File: config.mk
export PLATFORM = sky130hd
export DESIGN_NAME = picc_tx_encoder
export DESIGN_NICKNAME = d
export VERILOG_FILES = /design/src/rtl/picc_tx_encoder.sv
export SDC_FILE = /design/constraint.sdc
export NUM_CORES = 1
export LEC_CHECK = 0
export CAP_MARGIN = 20
export CORE_MARGIN = 2
export CORE_UTILIZATION = 41
export CTS_BUF_LIST = sky130_fd_sc_hd__clkbuf_16
export DETAILED_ROUTE_END_ITERATION = 8
export RECOVER_POWER = 100
export SYNTH_ARGS = -nofsm -noshare
export SYNTH_HDL_FRONTEND = slang
export SYNTH_SLANG_ARGS = --single-unit
File: constraint.sdc
create_clock -name clk -period 2 [get_ports clk]
set_input_delay 0.4 -clock clk [delete_from_list [all_inputs] [get_ports clk]]
set_output_delay 0.4 -clock clk [all_outputs]
set_load 0.01 [all_outputs]
File: src/rtl/picc_tx_encoder.sv
// ISO/IEC 14443A Type A PICC->PCD bit encoder at 106 kbit/s.
// Turns a handshaked bit stream into Manchester-coded, subcarrier-modulated
// load-modulation drive: SOC (sequence D), one D/E per data bit, then EOC (F).
// Every output except in_ready is a flop. The next-cycle counter and state
// values are computed combinationally, so lm_out reaches its new level on the
// same clock edge that moves the counters.
module picc_tx_encoder #(
  parameter int BIT_LEN  = 128,
  parameter int SUB_HALF = 8
) (
  input  logic clk,
  input  logic rst_n,
  input  logic start,
  input  logic in_data,
  input  logic in_last,
  input  logic in_valid,
  output logic in_ready,
  output logic lm_out,
  output logic idle,
  output logic done,
  output logic underrun
);

  localparam int BW = $clog2(BIT_LEN);
  localparam int SW = $clog2(2 * SUB_HALF);

  localparam logic [BW-1:0] LP_BIT_MAX  = BW'(BIT_LEN - 1);
  localparam logic [BW-1:0] LP_BIT_HALF = BW'(BIT_LEN / 2);
  localparam logic [SW-1:0] LP_SUB_MAX  = SW'(2 * SUB_HALF - 1);
  localparam logic [SW-1:0] LP_SUB_HALF = SW'(SUB_HALF);

  typedef enum logic [1:0] {
    S_IDLE = 2'd0,
    S_SOC  = 2'd1,
    S_DATA = 2'd2,
    S_EOC  = 2'd3
  } state_t;

  state_t        r_state;
  logic [BW-1:0] r_bit_cnt;
  logic [SW-1:0] r_sub_cnt;
  logic          r_bit_val;   // value of the data bit currently on air
  logic          r_last;      // current data bit closes the frame
  logic          r_uflag;     // frame ended through an underrun
  logic          r_lm;
  logic          r_idle;
  logic          r_done;
  logic          r_underrun;

  state_t        w_state_n;
  logic [BW-1:0] w_bit_n;
  logic [SW-1:0] w_sub_n;
  logic          w_bit_val_n;
  logic          w_last_n;
  logic          w_uflag_n;
  logic          w_done_n;
  logic          w_underrun_n;
  logic          w_lm_n;
  logic          w_sample;
  logic          w_in_ready;
  logic          w_sub_on_n;

  // Sample point and the source handshake (no request after the final bit).
  always_comb begin
    w_sample   = 1'b0;
    w_in_ready = 1'b0;
    if ((r_state == S_SOC || r_state == S_DATA) && (r_bit_cnt == LP_BIT_MAX)) begin
      w_sample   = 1'b1;
      w_in_ready = !((r_state == S_DATA) && r_last);
    end else begin
      w_sample   = 1'b0;
      w_in_ready = 1'b0;
    end
  end

  // Next-state, counter and pulse decisions for the frame sequencer.
  always_comb begin
    w_state_n    = r_state;
    w_bit_n      = {BW{1'b0}};
    w_sub_n      = {SW{1'b0}};
    w_bit_val_n  = r_bit_val;
    w_last_n     = r_last;
    w_uflag_n    = r_uflag;
    w_done_n     = 1'b0;
    w_underrun_n = 1'b0;

    if (r_state != S_IDLE) begin
      if (r_bit_cnt == LP_BIT_MAX) begin
        w_bit_n = {BW{1'b0}};
        w_sub_n = {SW{1'b0}};
      end else begin
        w_bit_n = r_bit_cnt + {{(BW-1){1'b0}}, 1'b1};
        if (r_sub_cnt == LP_SUB_MAX) begin
          w_sub_n = {SW{1'b0}};
        end else begin
          w_sub_n = r_sub_cnt + {{(SW-1){1'b0}}, 1'b1};
        end
      end
    end else begin
      w_bit_n = {BW{1'b0}};
      w_sub_n = {SW{1'b0}};
    end

    case (r_state)
      S_IDLE: begin
        if (start) begin
          w_state_n = S_SOC;
          w_last_n  = 1'b0;
          w_uflag_n = 1'b0;
        end else begin
          w_state_n = S_IDLE;
        end
      end
      S_SOC, S_DATA: begin
        if (w_sample) begin
          if ((r_state == S_DATA) && r_last) begin
            w_state_n = S_EOC;
          end else if (in_valid) begin
            w_state_n   = S_DATA;
            w_bit_val_n = in_data;
            w_last_n    = in_last;
          end else begin
            w_state_n    = S_EOC;
            w_uflag_n    = 1'b1;
            w_underrun_n = 1'b1;
          end
        end else begin
          w_state_n = r_state;
        end
      end
      S_EOC: begin
        if (r_bit_cnt == LP_BIT_MAX) begin
          w_state_n = S_IDLE;
          w_done_n  = !r_uflag;
        end else begin
          w_state_n = S_EOC;
        end
      end
      default: begin
        w_state_n = S_IDLE;
      end
    endcase
  end

  // Modulation level for the next cycle: D = subcarrier in first half-bit,
  // E = subcarrier in second half-bit, F = no modulation.
  always_comb begin
    w_lm_n     = 1'b0;
    w_sub_on_n = (w_sub_n < LP_SUB_HALF);
    case (w_state_n)
      S_SOC: begin
        w_lm_n = (w_bit_n < LP_BIT_HALF) && w_sub_on_n;
      end
      S_DATA: begin
        if (w_bit_val_n) begin
          w_lm_n = (w_bit_n < LP_BIT_HALF) && w_sub_on_n;
        end else begin
          w_lm_n = (w_bit_n >= LP_BIT_HALF) && w_sub_on_n;
        end
      end
      default: begin
        w_lm_n = 1'b0;
      end
    endcase
  end

  // State, counters and registered outputs.
  always_ff @(posedge clk or negedge rst_n) begin
    if (!rst_n) begin
      r_state    <= S_IDLE;
      r_bit_cnt  <= {BW{1'b0}};
      r_sub_cnt  <= {SW{1'b0}};
      r_bit_val  <= 1'b0;
      r_last     <= 1'b0;
      r_uflag    <= 1'b0;
      r_lm       <= 1'b0;
      r_idle     <= 1'b1;
      r_done     <= 1'b0;
      r_underrun <= 1'b0;
    end else begin
      r_state    <= w_state_n;
      r_bit_cnt  <= w_bit_n;
      r_sub_cnt  <= w_sub_n;
      r_bit_val  <= w_bit_val_n;
      r_last     <= w_last_n;
      r_uflag    <= w_uflag_n;
      r_lm       <= w_lm_n;
      r_idle     <= (w_state_n == S_IDLE);
      r_done     <= w_done_n;
      r_underrun <= w_underrun_n;
    end
  end

  assign in_ready = w_in_ready;
  assign lm_out   = r_lm;
  assign idle     = r_idle;
  assign done     = r_done;
  assign underrun = r_underrun;

endmodule

Word-level counts from Yosys, hierarchy flattened
Index checks and enable logic that the tools add are counted.
{ "totals": {"register_bits": 20, "latch_bits": 0, "ram_bits": 0, "rom_bits": 0, "in_bits": 6, "out_inout_bits": 5, "wordCells": 75, "n_memories": 0} }
{ "classes": {"n_addsub": 2, "mul": 0, "n_div": 0, "magnitude_cmp": 3, "n_eq_ne": 12, "n_shift": 0, "muxes": 34, "n_bitwise": 0, "n_reduce_logical": 14} }
{ "ops": {"columns": ["cell", "n"], "rows": [
  ["1-bit two-way mux", 23],
  ["7-bit two-way mux", 2],
  ["4-bit two-way mux", 3],
  ["2-bit != test (second input constant)", 5],
  ["5-bit AND reduction", 2],
  ["7-bit by 1-bit adder with 7-bit output (second input constant)", 1],
  ["7-bit equality test (second input constant)", 1],
  ["7-bit greater-or-equal comparator (second input constant)", 1],
  ["7-bit less-than comparator (second input constant)", 1],
  ["2-bit equality test (second input constant)", 3],
  ["1-bit case mux with 2 select lines", 3],
  ["2-bit case mux with 3 select lines", 1],
  ["4-bit by 1-bit adder with 4-bit output (second input constant)", 1],
  ["2-bit by 1-bit equality test with 1-bit output (second input constant)", 2],
  ["4-bit equality test (second input constant)", 1],
  ["1-bit logical AND", 4],
  ["2-bit zero test", 2],
  ["4-bit less-than comparator (second input constant)", 1],
  ["2-bit two-way mux", 2],
  ["2-bit nonzero test", 2],
  ["1-bit zero test", 2],
  ["2-bit OR reduction", 1],
  ["1-bit logical OR", 1]
]} }

Depth between registers and ports, before layout
Gate-level depths: netlist (run 1).
{ "logic_depth": {"depth_word": 8, "mapped_depth": 9, "depth_no_buf": 9} }

Worst setup path before layout (run 1)
No wires, ideal clock.
{ "synth_timing": {"kind": "reg2reg", "startpoint": "register r_bit_cnt[0]", "endpoint": "register r_lm (netlist: lm_out)", "setup_time_ps": 82, "arrival_ps": 1773, "required_time_ps": 1918, "path_slack_ps": 146, "stages_incl_launch_ff": 10, "n_path_buf": 0, "synth_period_minus_slack_ps": 1854, "path_cell_list": "dfrtp_1 ha_1 and3_4 and2_2 nand2_1 o211ai_1 a22o_1 ha_1 o21ai_0 a31oi_1"} }
{ "synth_between": {"elab_chain_len": 7, "word_cells_on_any_way": 22, "classes_between": "add/sub: 1; order compare: 3; eq/ne: 3; mux: 12; reduce/logical: 3"} }
{ "synth_lines": {"columns": ["element", "line_no", "rtl"], "rows": [
  ["start: declaration", "40", "logic [BW-1:0] r_bit_cnt;"],
  ["start signal: assignment", "171", "r_bit_cnt <= {BW{1'b0}};"],
  ["start signal: assignment", "182", "r_bit_cnt <= w_bit_n;"],
  ["7-bit by 1-bit adder with 7-bit output / 7-bit equality test (equally long branches)", null, null],
  ["7-bit two-way mux, or another cell as far along", "88", "if (r_bit_cnt == LP_BIT_MAX) begin"],
  ["7-bit two-way mux, or another cell as far along", "87", "if (r_state != S_IDLE) begin"],
  ["7-bit greater-or-equal comparator, or another cell as far along", "158", "w_lm_n = (w_bit_n >= LP_BIT_HALF) && w_sub_on_n;"],
  ["1-bit logical AND, or another cell as far along", "158", null],
  ["1-bit two-way mux, or another cell as far along", "155", "if (w_bit_val_n) begin"],
  ["1-bit case mux with 2 select lines (*)", "150", "case (w_state_n)"],
  ["named net w_lm_n", "58", "logic w_lm_n;"],
  ["end signal: assignment", "187", "r_lm <= w_lm_n;"],
  ["end: declaration", "45", "logic r_lm;"]
]} }
The timed path passes the listed nets; every way through them passes the cells marked *.
A chain may end at the register's enable or synchronous reset.

Final worst setup path (run 1)
{ "layout_timing": {"startpoint": "register r_bit_cnt[1]", "endpoint": "register r_lm (netlist: lm_out)"} }
The elaborated chain is that of the path after synthesis.

==> metrics.txt, run 1 <==
Yosys warning total=0; CTS Buffer Depth=2; GRT met3 Usage=5.83%; final net count=144; M1 GR Usage=21.8%; Hold Path Cell Cnt=1; initial antenna violation count=0; largest net degree at the start of global routing=21; register area share after synthesis=48.6%; Slew Limit Headroom=29.1%; FF-to-FF path depth=9; Max-Cap Viols=0; Tmin final=1.88 ns; Crit Path Category=register to register; final period utilization=94.1%; ANT cells=0; vias per cell=4.95; Setup WS post-layout=0.118 ns; Crit. End Element=register; number of global-route vias before repair=814; status=finished clean; Final ANT Viol Nets=0; CTS Buf Count=3; P&R area growth vs syn=32.8%; Slew @ Worst Pin=1.06 ns; CORE AREA=2430 sq um; Yosys reg bits=20; CTS sink count=20; Die X=54.2 microns; Netlist cell types=33; I/O pins=11; Final Skew=0.00202 ns; Area after DPL=1270 sq um; total power=978 uW; standby leakage power=0.701 nW; clk root buf=clkbuf_16; WL per Instance=12.5 microns; Final Util=56.4%; startpoint types=register; vias=782; fin. max-slew vios=0; RD Place Congestion=0.726; Initial DRT Pass Iterations=4; commonest cells after routing, fill and taps aside=dfrtp_1, buf_4, nor2_1; Hold Crit Class=register to register; Die Y=54.2 microns; setup_tns=0 ns; Max VDD drop=0.602 mV; fmax=0.531 GHz; H-tree level count=1; CTS Hold Bufs=0; Placement Setup Slack=-0.0572 ns; Worst-Skew Late Latency=0.25 ns; WP data required=2.17 ns; Max FO, Critical Path=4; Design Area, Final=1370 sq um; Overflow after GRT=0; # rows=18; gr usage total=17.1%; synthesized area=1030 sq um; P per Cell Area=713 nW/um^2; Initial Util=42.4%; port bufs=10; first-pass GRT wire length=3530 microns; Post-DP HPWL=1440 microns; WP data arrival=2.05 ns; Post-Syn Nets=115; # setup viols final=0; global route hottest layer=met2; Die Area=2930 sq um; Syn Inst Count=100; met2 Usage GRT=27.3%; final WL=1970 microns; # DRC=0; DRT iter0 DRCs=12; RSZ-0062 raised after global routing=false; commonest non-fill, non-tap cell in the layout=dfrtp_1; clock slew seen by the registers of the worst setup and hold paths=0.06 ns; TritonCTS clock tree=done; Final Hold Viols=0; Avg Inst Size Synth=10.3 sq um; fraction of layout cells with a size suffix above 1=18.8%
[routing by layer]
metal	part of all wire [%]	routed length [microns]	vias up
li1	-	-	395
met1	48	955	373
met2	47	924	9
met3	3.6	72	5
met4	1.1	22	0
met5	0	0	-
[worst paths after layout]
check / startpoint / endpoint / slack [ns]
setup / recovery: r_bit_cnt[1] / lm_out / 0.12
hold / removal: r_uflag / done / 0.46
setup reg to reg: r_bit_cnt[1] / lm_out / 0.12
hold reg to reg: r_uflag / done / 0.46
max in group asynchronous: rst_n / r_bit_cnt[1] / 0.51
min in group asynchronous: rst_n / r_bit_cnt[2] / 0.85
[final cells by class]
| type | count | area, sq um |
|---|---|---|
| timing repair buffer | 25 | 199 |
| clock inverter | 1 | 30.0 |
| clock buffer | 3 | 75.1 |
| sequential | 20 | 502 |
| inverter | 11 | 41.3 |
| multi-input combinational | 68 | 487 |
| tap | 30 | 37.5 |
| fill | 226 | 1060 |
[cell families after synthesis]
group | after synthesis | share of synthesized area, %
buffers and inverters | 12 | 5.09
adders and majority gates | 9 | 10.9
AOI/OAI and AO/OA | 19 | 12.4
DFF | 20 | 48.6
muxes | 3 | 2.91
and+or+nand+nor | 32 | 15.9
xor gates and xnor gates | 5 | 4.24
[registers in the layout (all words and copies together) (netlist names)]
signal	count
r_uflag	1
r_bit_cnt	7
r_last	1
lm_out	1
r_sub_cnt	4
done	1
idle	1
r_state	2
r_bit_val	1
underrun	1
[cells in the mapped netlist]
cell       n  area, sq um
a41oi_1    1         8.76
buf_6      1         11.3
nor2_1    12         45.0
a21oi_1    3         15.0
a22oi_1    1         7.51
inv_1     10         37.5
dfrtp_1   19          475
and3_1     1         6.26
nand4_1    1         6.26
nand2_1    7         26.3
and2_2     1         7.51
o22ai_1    1         6.26
ha_1       9          113
nand3b_1   1         7.51
a21o_1     2         15.0
xor2_1     1         8.76
nand3_1    3         15.0
dfstp_2    1         26.3
nand2b_1   1         6.26
inv_2      1         3.75
a31oi_1    4         25.0
o211ai_1   1         7.51
a311oi_1   1         8.76
and3_4     2         22.5
a21boi_1   1         7.51
and2_1     1         6.26
mux2i_1    3         30.0
xnor2_1    4         35.0
a22o_1     1         8.76
and2b_1    1         7.51
nor3b_1    1         7.51
a211oi_1   1         7.51
o21ai_0    2         10.0
[stage by stage]
step,hold WS [ns],std cells
after CTS,0.450,158
after floorplan,0.104,100
after global routing,0.475,158
after detailed placement,0.423,154
final,0.455,158
after global placement,0.432,154
[report_power, final]
part | total [mW] | switching (mW) | internal (mW)
registers | 0.405 | 0 | 0.405
clock network | 0.549 | 0.152 | 0.397
logic | 0.0243 | 0.0124 | 0.0119
[repair_timing]
| item | CTS | global route |
|---|---|---|
| setup endpoints to repair | 2 | 1 |
| pin swaps | 4 | 0 |
| setup buffers | 1 | 0 |
| hold endpoints to repair | 0 | 0 |
| gates resized for setup | 5 | 2 |
[critical path: stages, from the launching register on]
cell      delay (ns)
dfrtp_1         0.38
ha_2            0.19
and3_4          0.18
and2_4          0.14
nand2_1         0.05
o211ai_1        0.10
a22o_1          0.25
ha_1            0.29
o21ai_1         0.06
a31oi_1         0.16
Power figures use the tool's default switching activity.
==> run 2: changes to the inputs <==
--- a/config.mk
+++ b/config.mk
@@ -5,8 +5,9 @@
 export SDC_FILE = /design/constraint.sdc
 export NUM_CORES = 1
 export LEC_CHECK = 0
+export ABC_CLOCK_PERIOD_IN_PS = 2000
 export CAP_MARGIN = 20
-export CORE_MARGIN = 2
+export CORE_MARGIN = 3
 export CORE_UTILIZATION = 41
 export CTS_BUF_LIST = sky130_fd_sc_hd__clkbuf_16
 export DETAILED_ROUTE_END_ITERATION = 8
==> metrics.txt, run 2 (synthesized netlist as in run 1, its figures left out) <==
worst-path cell chain=ha_2, and3_4, buf_6, and2_4, nand2_2, o211ai_1, a22o_1, ha_1, o21ai_1, a31oi_1; P&R area growth vs syn=35.9%; Slew @ Worst Pin=1.05 ns (-0.00932 ns); startpoint types=register; final period utilization=97.3% (+3.2 points); H-tree level count=1 (unchanged); TritonCTS clock tree=done; WP data required=2.17 ns (about the same); # rows=17 (-1); Worst-Skew Late Latency=0.25 ns (about the same); max FFs per register=7 (unchanged); # setup viols final=0 (unchanged); NetSw=160 uW (-2.5%); Initial Util=44.9% (+2.5 points); clock slew seen by the registers of the worst setup and hold paths=0.06 ns (about the same); Tmin final=1.95 ns (+0.0639 ns); Overflow after GRT=0 (unchanged); vias=782 (unchanged); CTS sink count=20 (unchanged); first-pass GRT wire length=3440 microns (-2.5%); clk root buf=clkbuf_16; gr usage total=14.0% (-3.1 points); ANT cells=0 (unchanged); RSZ-0062 raised after global routing=true; setup_tns=0 ns (unchanged); Initial DRT Pass Iterations=4 (unchanged); Internal Power=814 uW (about the same); Die Y=56.2 microns (+3.7%); Crit. End Element=register; register bank with the most flops=r_bit_cnt; fin. max-slew vios=0 (unchanged); Final Skew=0.00158 ns (-0.000442 ns); I/O pins=11 (unchanged); Post-DP HPWL=1470 microns (+1.8%); Max VDD drop=0.453 mV (-25%); CTS Hold Bufs=0 (unchanged); Largest regs=r_bit_cnt x7, r_sub_cnt x4, r_state x2; CP top delay family=compound AO/OA/AOI/OAI gates; Hold Crit Class=register to register; CORE AREA=2300 sq um (-5.6%); # DRC=0 (unchanged); Slew Limit Headroom=29.7% (+0.62 points); initial antenna violation count=0 (unchanged); RD Place Congestion=0.736 (+1.4%); crit path buf inv count=1 (+1); Die X=56.2 microns (+3.7%); Sw Share=16.4% (-0.34 points); standby leakage power=0.718 nW (+2.4%); fmax=0.514 GHz (-3.3%); CTS Buf Count=3 (unchanged); vias per cell=4.92 (-0.63%); highest-delay cell along the critical path=dfrtp_1; fraction of layout cells with a size suffix above 1=22.9% (+4.2 points); DRT iter0 DRCs=14 (+2); Crit Path Category=register to register; port bufs=10 (unchanged); Final ANT Viol Nets=0 (unchanged); CP peak stage delay=0.38 ns (about the same); final WL=2030 microns (+3.0%); final net count=147 (+2.1%); Max FO, Critical Path=4 (unchanged); commonest cells after routing, fill and taps aside=dfrtp_1, buf_4, nor2_1; status=finished clean; Final Hold Viols=0 (unchanged); clock group share of total power=55.9% (-0.2 points); Die Area=3160 sq um (+7.5%); commonest non-fill, non-tap cell in the layout=dfrtp_1; Sequential Power Share=41.6% (+0.2 points); P per Cell Area=694 nW/um^2 (-2.7%); WP data arrival=2.12 ns (+0.07 ns); number of global-route vias before repair=809 (-0.61%); WL per Instance=12.8 microns (+2.4%); CTS Buffer Depth=2 (unchanged); total power=974 uW (-0.44%); Final Util=61.1% (+4.7 points); largest net degree at the start of global routing=21 (unchanged); Gate power share=2.6% (about the same); Max-Cap Viols=0 (unchanged)
==> run 2: cell count changes in the layout (fill, tap and decap cells not counted), sizes merged <==
| cell | before | now |
|---|---|---|
| dlygate4sd3 | 5 | 1 |
| clkbuf | 6 | 5 |
| clkdlybuf4s50 | 4 | 8 |
| buf | 13 | 17 |
==> run 2: repair_timing <==
action / in CTS / in global routing
pin swaps: 4 / 3
gates resized for setup: 6 / 3
cloned: 0 / 0
buffers inserted: 0 / 2
endpoints found under the setup margin: 2 / 2
==> run 2: metal layers <==
metal  global-route usage [%]  vias up  wire (microns)
met4                     6.10        0              10
met1                     17.0      365             961
met2                     23.7       10             987
met3                     3.02        2              74
met5                        0        -               0
li1                         -      405               -
==> run 2: power groups by stage <==
stage	logic (mW)	clock network, mW	registers (mW)
floorplan	0.00225	0	0.412
global placement	0.0258	0	0.412
detailed placement	0.0260	0	0.412
CTS	0.0266	0.559	0.405
global route	0.0277	0.578	0.404
finish	0.0248	0.544	0.405
==> run 2: final timing paths <==
path,start,endpoint,slack [ns],depth (start not counted)
max,r_bit_cnt[0],lm_out,0.05,10
min,r_uflag,done,0.45,1
max reg2reg,r_bit_cnt[0],lm_out,0.05,10
min reg2reg,r_uflag,done,0.45,1
max in group asynchronous,rst_n,r_state[1],0.52,2
min in group asynchronous,rst_n,r_bit_cnt[2],0.85,2
==> run 2: final cells by class <==
cell class	count	area (sq um)
inverter	11	41.3
fill	195	895
tap	28	35.0
clock inverter	1	30.0
clock buffer	3	75.1
sequential	20	502
timing repair buffer	28	230
multi-input combinational	68	489
==> run 2: worst reg2reg max path, stage by stage (launching register included) <==
cell      delay (ns)
dfrtp_1         0.38
ha_2            0.19
and3_4          0.18
buf_6           0.11
and2_4          0.14
nand2_2         0.05
o211ai_1        0.10
a22o_1          0.22
ha_1            0.28
o21ai_1         0.06
a31oi_1         0.15
==> run 2: stage by stage <==
| step | hold slack, ns | setup WS, ns | cell area (sq um) | instances |
|---|---|---|---|---|
| after global placement | 0.440 | -0.0386 | 1280 | 153 |
| after global routing | 0.457 | -0.0496 | 1400 | 159 |
| after detailed placement | 0.435 | -0.0623 | 1280 | 153 |
| final | 0.447 | 0.0543 | 1400 | 159 |
| after CTS | 0.443 | 0.00479 | 1390 | 157 |
| after floorplan | 0.104 | 0.146 | 1030 | 100 |
